<file path="src/rtl/serial_adder_ctrl.sv">
// Bit-serial adder: one shared full-adder cell (two half adders + OR) steps
// through a WIDTH-bit addition LSB first, with a start/busy/done handshake.
module serial_adder_ctrl #(
    parameter int unsigned WIDTH = 8
) (
    input  logic             clk,
    input  logic             rst,
    input  logic             start,
    input  logic [WIDTH-1:0] a_in,
    input  logic [WIDTH-1:0] b_in,
    output logic             busy,
    output logic             done,
    output logic [WIDTH-1:0] sum_out,
    output logic             carry_out
);

    localparam int unsigned CW = $clog2(WIDTH + 1);
    localparam logic [CW-1:0] LAST = CW'(WIDTH - 1);

    typedef enum logic [1:0] {
        IDLE = 2'd0,
        ADD  = 2'd1,
        DONE = 2'd2
    } state_t;

    state_t           state, state_nxt;
    logic [WIDTH-1:0] a_sh, b_sh, sum_sh, sum_shifted;
    logic             carry;
    logic [CW-1:0]    cnt;
    logic             hs, hc1, hc2, cell_s, cell_c;
    logic             accept, last_bit;

    always_comb begin
        hs     = a_sh[0] ^ b_sh[0];
        hc1    = a_sh[0] & b_sh[0];
        cell_s = hs ^ carry;
        hc2    = hs & carry;
        cell_c = hc1 | hc2;

        // Shift-then-insert form stays legal for WIDTH=1.
        sum_shifted            = sum_sh >> 1;
        sum_shifted[WIDTH-1]   = cell_s;

        accept    = 1'b0;
        last_bit  = 1'b0;
        state_nxt = state;
        case (state)
            IDLE: begin
                if (start) begin
                    accept    = 1'b1;
                    state_nxt = ADD;
                end
            end
            ADD: begin
                if (cnt == LAST) begin
                    last_bit  = 1'b1;
                    state_nxt = DONE;
                end
            end
            DONE: begin
                if (start) begin
                    accept    = 1'b1;
                    state_nxt = ADD;
                end else begin
                    state_nxt = IDLE;
                end
            end
            default: state_nxt = IDLE;
        endcase
    end

    always_ff @(posedge clk) begin
        if (rst) begin
            state     <= IDLE;
            a_sh      <= '0;
            b_sh      <= '0;
            sum_sh    <= '0;
            carry     <= 1'b0;
            cnt       <= '0;
            sum_out   <= '0;
            carry_out <= 1'b0;
        end else begin
            state <= state_nxt;
            if (accept) begin
                a_sh  <= a_in;
                b_sh  <= b_in;
                carry <= 1'b0;
                cnt   <= '0;
            end else if (state == ADD) begin
                a_sh   <= a_sh >> 1;
                b_sh   <= b_sh >> 1;
                sum_sh <= sum_shifted;
                carry  <= cell_c;
                cnt    <= cnt + 1'b1;
            end
            if (last_bit) begin
                sum_out   <= sum_shifted;
                carry_out <= cell_c;
            end
        end
    end

    assign busy = (state == ADD);
    assign done = (state == DONE);

endmodule

</file>
<file path="config.mk">
export PLATFORM = sky130hd
export DESIGN_NAME = serial_adder_ctrl
export DESIGN_NICKNAME = d
export VERILOG_FILES = /design/src/rtl/serial_adder_ctrl.sv
export SDC_FILE = /design/constraint.sdc
export NUM_CORES = 1
export LEC_CHECK = 0
export BUFFER_PORTS_ARGS = -buffer_cell sky130_fd_sc_hd__clkbuf_2
export CAP_MARGIN = 20
export CORE_UTILIZATION = 51
export CTS_BUF_LIST = sky130_fd_sc_hd__clkbuf_8
export CTS_CLUSTER_SIZE = 25
export DETAILED_ROUTE_END_ITERATION = 16
export GPL_ROUTABILITY_DRIVEN = 0
export GPL_TIMING_DRIVEN = 0
export PLACE_DENSITY = 0.86
export SYNTH_ARGS = -nofsm -noshare
export SYNTH_HDL_FRONTEND = slang
export SYNTH_SLANG_ARGS = --single-unit
</file>
<file path="constraint.sdc">
create_clock -name clk -period 1.1 [get_ports clk]
set_input_delay 0.11 -clock clk [delete_from_list [all_inputs] [get_ports clk]]
set_output_delay 0.11 -clock clk [all_outputs]
set_load 0.01 [all_outputs]
</file>
==> impl_metrics.json <==
{
  "status": "finished with violations",
  "violations": "setup timing",
  "syn-mean-instance-area_sq_um": 8.890,
  "route.met2.wl_um": 2556,
  "whs_ps": 54.85,
  "clk_pin_slew_ps": 80,
  "regArea_sq_um": 790.8,
  "grt_pass1_wl_um": 6182,
  "ctsHoldBuffers": 0,
  "startpoint_type": "register",
  "post_dp_cell_area_sq_um": 1832,
  "relSlewSlack_pct": 63.60,
  "peakVddDrop_mv": 0.9845,
  "multi_input_area_sq_um": 996.0,
  "antenna_cells": 0,
  "synthesis.nets": 202,
  "ys.warnings.count": 0,
  "placementRows": 20,
  "leakagePower_nw": 0.9092,
  "cp.arrival_ps": 1520,
  "seq_area_frac_synth_pct": 48.52,
  "clk_path_buf_depth": 2,
  "die_w_um": 58.17,
  "tightest_slew_ps": 546.0,
  "worstSetupStartpoint": "state[1]$_SDFFE_PP0P_",
  "nFillCells": 175,
  "grt_antenna_before_repair": 0,
  "synth_seq_cells": 39,
  "cp-end-kind": "register",
  "cap_violations": 0,
  "port_buffers": 29,
  "fin_crit_sh_pct": 120.8,
  "worst_hold_startpoint": "a_in[7]",
  "drtIter0Drc": 86,
  "drc": 0,
  "design_area_sq_um": 2411,
  "grt_setup_unrepaired": "true",
  "cts_buffers": 5,
  "dieArea_sq_um": 3384,
  "skew_ps": 14.39,
  "wl_met3_um": 411,
  "setup_ws_ps": -228.8,
  "wirelength_um": 5189,
  "crit_type": "reg -> reg",
  "fin_nets": 251,
  "wl_per_cell_um": 18.87,
  "dieHeight_um": 58.17,
  "first_global_vias": 1379,
  "grt_max_degree": 13,
  "cp.required_ps": 1290,
  "dp_hpwl_um": 2249,
  "layout-drive-gt1-share_pct": 46.75,
  "initial_core_util_pct": 53.14,
  "clkSinkCount": 39,
  "syn2layout_area_growth_pct": 49.84,
  "clock.fmax_mhz": 752.6,
  "power_density_nw_per_um2": 1415,
  "clk_latency_ps": 310,
  "synth_top_flop_cell": "dfxtp_1",
  "top_layer_used": "met4",
  "grt-ovfl-total": 0,
  "netlist_instances": 181,
  "fin_crit_ps": 1329,
  "hold_class": "in -> reg",
  "cts_tree": "done",
  "cts_root_buf": "clkbuf_8",
  "met1Wirelength_um": 2024,
  "ys_async_sr_fraction_pct": 0,
  "slew_viol_final": 0,
  "grt_usage_pct": 25.45,
  "yosys.cell_types.count": 28,
  "synth_area_sq_um": 1609,
  "h-tree-depth": 2,
  "crit_fanout": 8,
  "hold_violations": 0,
  "via_per_inst": 5.811,
  "num_vias": 1598,
  "final-setup-viol-count": 30,
  "ioPinCount": 30,
  "core_region_area_sq_um": 3028,
  "final_core_util_pct": 79.63,
  "synth_edf_count": 0,
  "ant_nets": 0,
  "r2r-start": "state[1]$_SDFFE_PP0P_",
  "firstDrtPassIters": 4
}
-- per-stage QoR --
| stage | TNS (ps) | total power, mW | setup WS [ps] | instances |
|---|---|---|---|---|
| finish | -1715 | 3.413 | -228.8 | 275 |
| global route | -2896 | 3.521 | -240.5 | 275 |
| CTS | -672.3 | 3.175 | -72.35 | 270 |
| detailed placement | -3039 | 1.869 | -205.9 | 254 |
| global placement | -2646 | 1.858 | -206.6 | 254 |
| floorplan | -586.3 | 1.764 | -65.14 | 181 |
-- cells by family after synthesis --
group	after synthesis	synth area share [%]
mux	10	6.221
flops	39	48.52
simple gates	86	26.21
compound gates	29	11.35
xor+xnor	2	1.089
buf+inv	13	4.587
fa+ha+maj	2	2.022
-- layout by cell type, fill, tap and decap left out, drive strengths merged --
master,n
a21oi,14
a22oi,2
a311oi,7
and2b,1
buf,22
bufinv,1
clkbuf,38
clkinv,2
dfxtp,39
fa,1
ha,1
mux2i,10
nand2,33
nand2b,21
nand3,4
nand3b,2
nor2,11
nor2b,1
nor3,12
o21ai,1
o22ai,5
or3,1
xnor2,1
xor2,1
-- worst max-delay path: stages, from the launching register on --
cell and delay (ps):
dfxtp_2 340, nand2b_4 160, buf_12 150, buf_8 150, nand2_2 80, a311oi_1 350
-- registers in the layout (all words and copies together) (netlist names) --
| register | count |
|---|---|
| sum_sh | 7 |
| cnt | 4 |
| carry | 1 |
| b_sh | 8 |
| sum_out | 8 |
| a_sh | 8 |
| state | 2 |
| carry_out | 1 |
-- cell type report --
class                           instances  area share [%]
Clock inverter                          2           1.453
Tap cell                               44           2.283
Clock buffer                            6           3.425
Buffer                                 12           5.812
Inverter                                1          0.3633
Sequential cell                        39           32.80
Timing Repair Buffer                   42           12.56
Multi-Input combinational cell        129           41.31
-- synthesized netlist by cell type, types with 2 or more instances --
library cell | instances | area share (%)
nor3_1 | 12 | 3.7
dfxtp_1 | 39 | 49
buf_4 | 3 | 1.4
nor2_1 | 10 | 2.3
a311oi_1 | 7 | 3.8
mux2i_1 | 10 | 6.2
a21oi_1 | 14 | 4.4
o22ai_1 | 5 | 1.9
nand2b_1 | 20 | 7.8
nand2_1 | 33 | 7.7
nand3_1 | 4 | 1.2
a22oi_1 | 2 | 0.93
nand3b_1 | 2 | 0.93
buf_2 | 5 | 1.6
clkbuf_1 | 2 | 0.47
-- metal layers --
layer	vias up	track usage, %
li1	722	-
met1	766	30.51
met2	90	40.56
met3	20	8.259
met4	0	13.61
met5	-	0
-- path summary, 6_finish.rpt --
kind                                                 to  slack [ps]  depth (start not counted)
worst max-delay path               a_sh[6]$_SDFFE_PP0P_        -230                          5
worst min-delay path               a_sh[7]$_SDFFE_PP0P_          50                          3
worst max register to register     a_sh[6]$_SDFFE_PP0P_        -230                          5
worst min register to register  sum_out[0]$_SDFFE_PP0P_         480                          2
-- power breakdown --
| part | internal (mW) | switching, mW | leakage, nW |
|---|---|---|---|
| Combinational | 0.297 | 0.316 | 0.527 |
| Sequential | 1.48 | 0.0646 | 0.321 |
| Clock | 0.734 | 0.526 | 0.0612 |
-- what timing repair did --
action | 4_1_cts | 5_1_grt
gates cloned | 0 | 1
pin swaps | 2 | 13
resized for setup | 27 | 51
setup buffers | 8 | 5
endpoints found under the hold margin | 0 | 0
setup endpoints to repair | 38 | 39
Power figures use the tool's default switching activity.
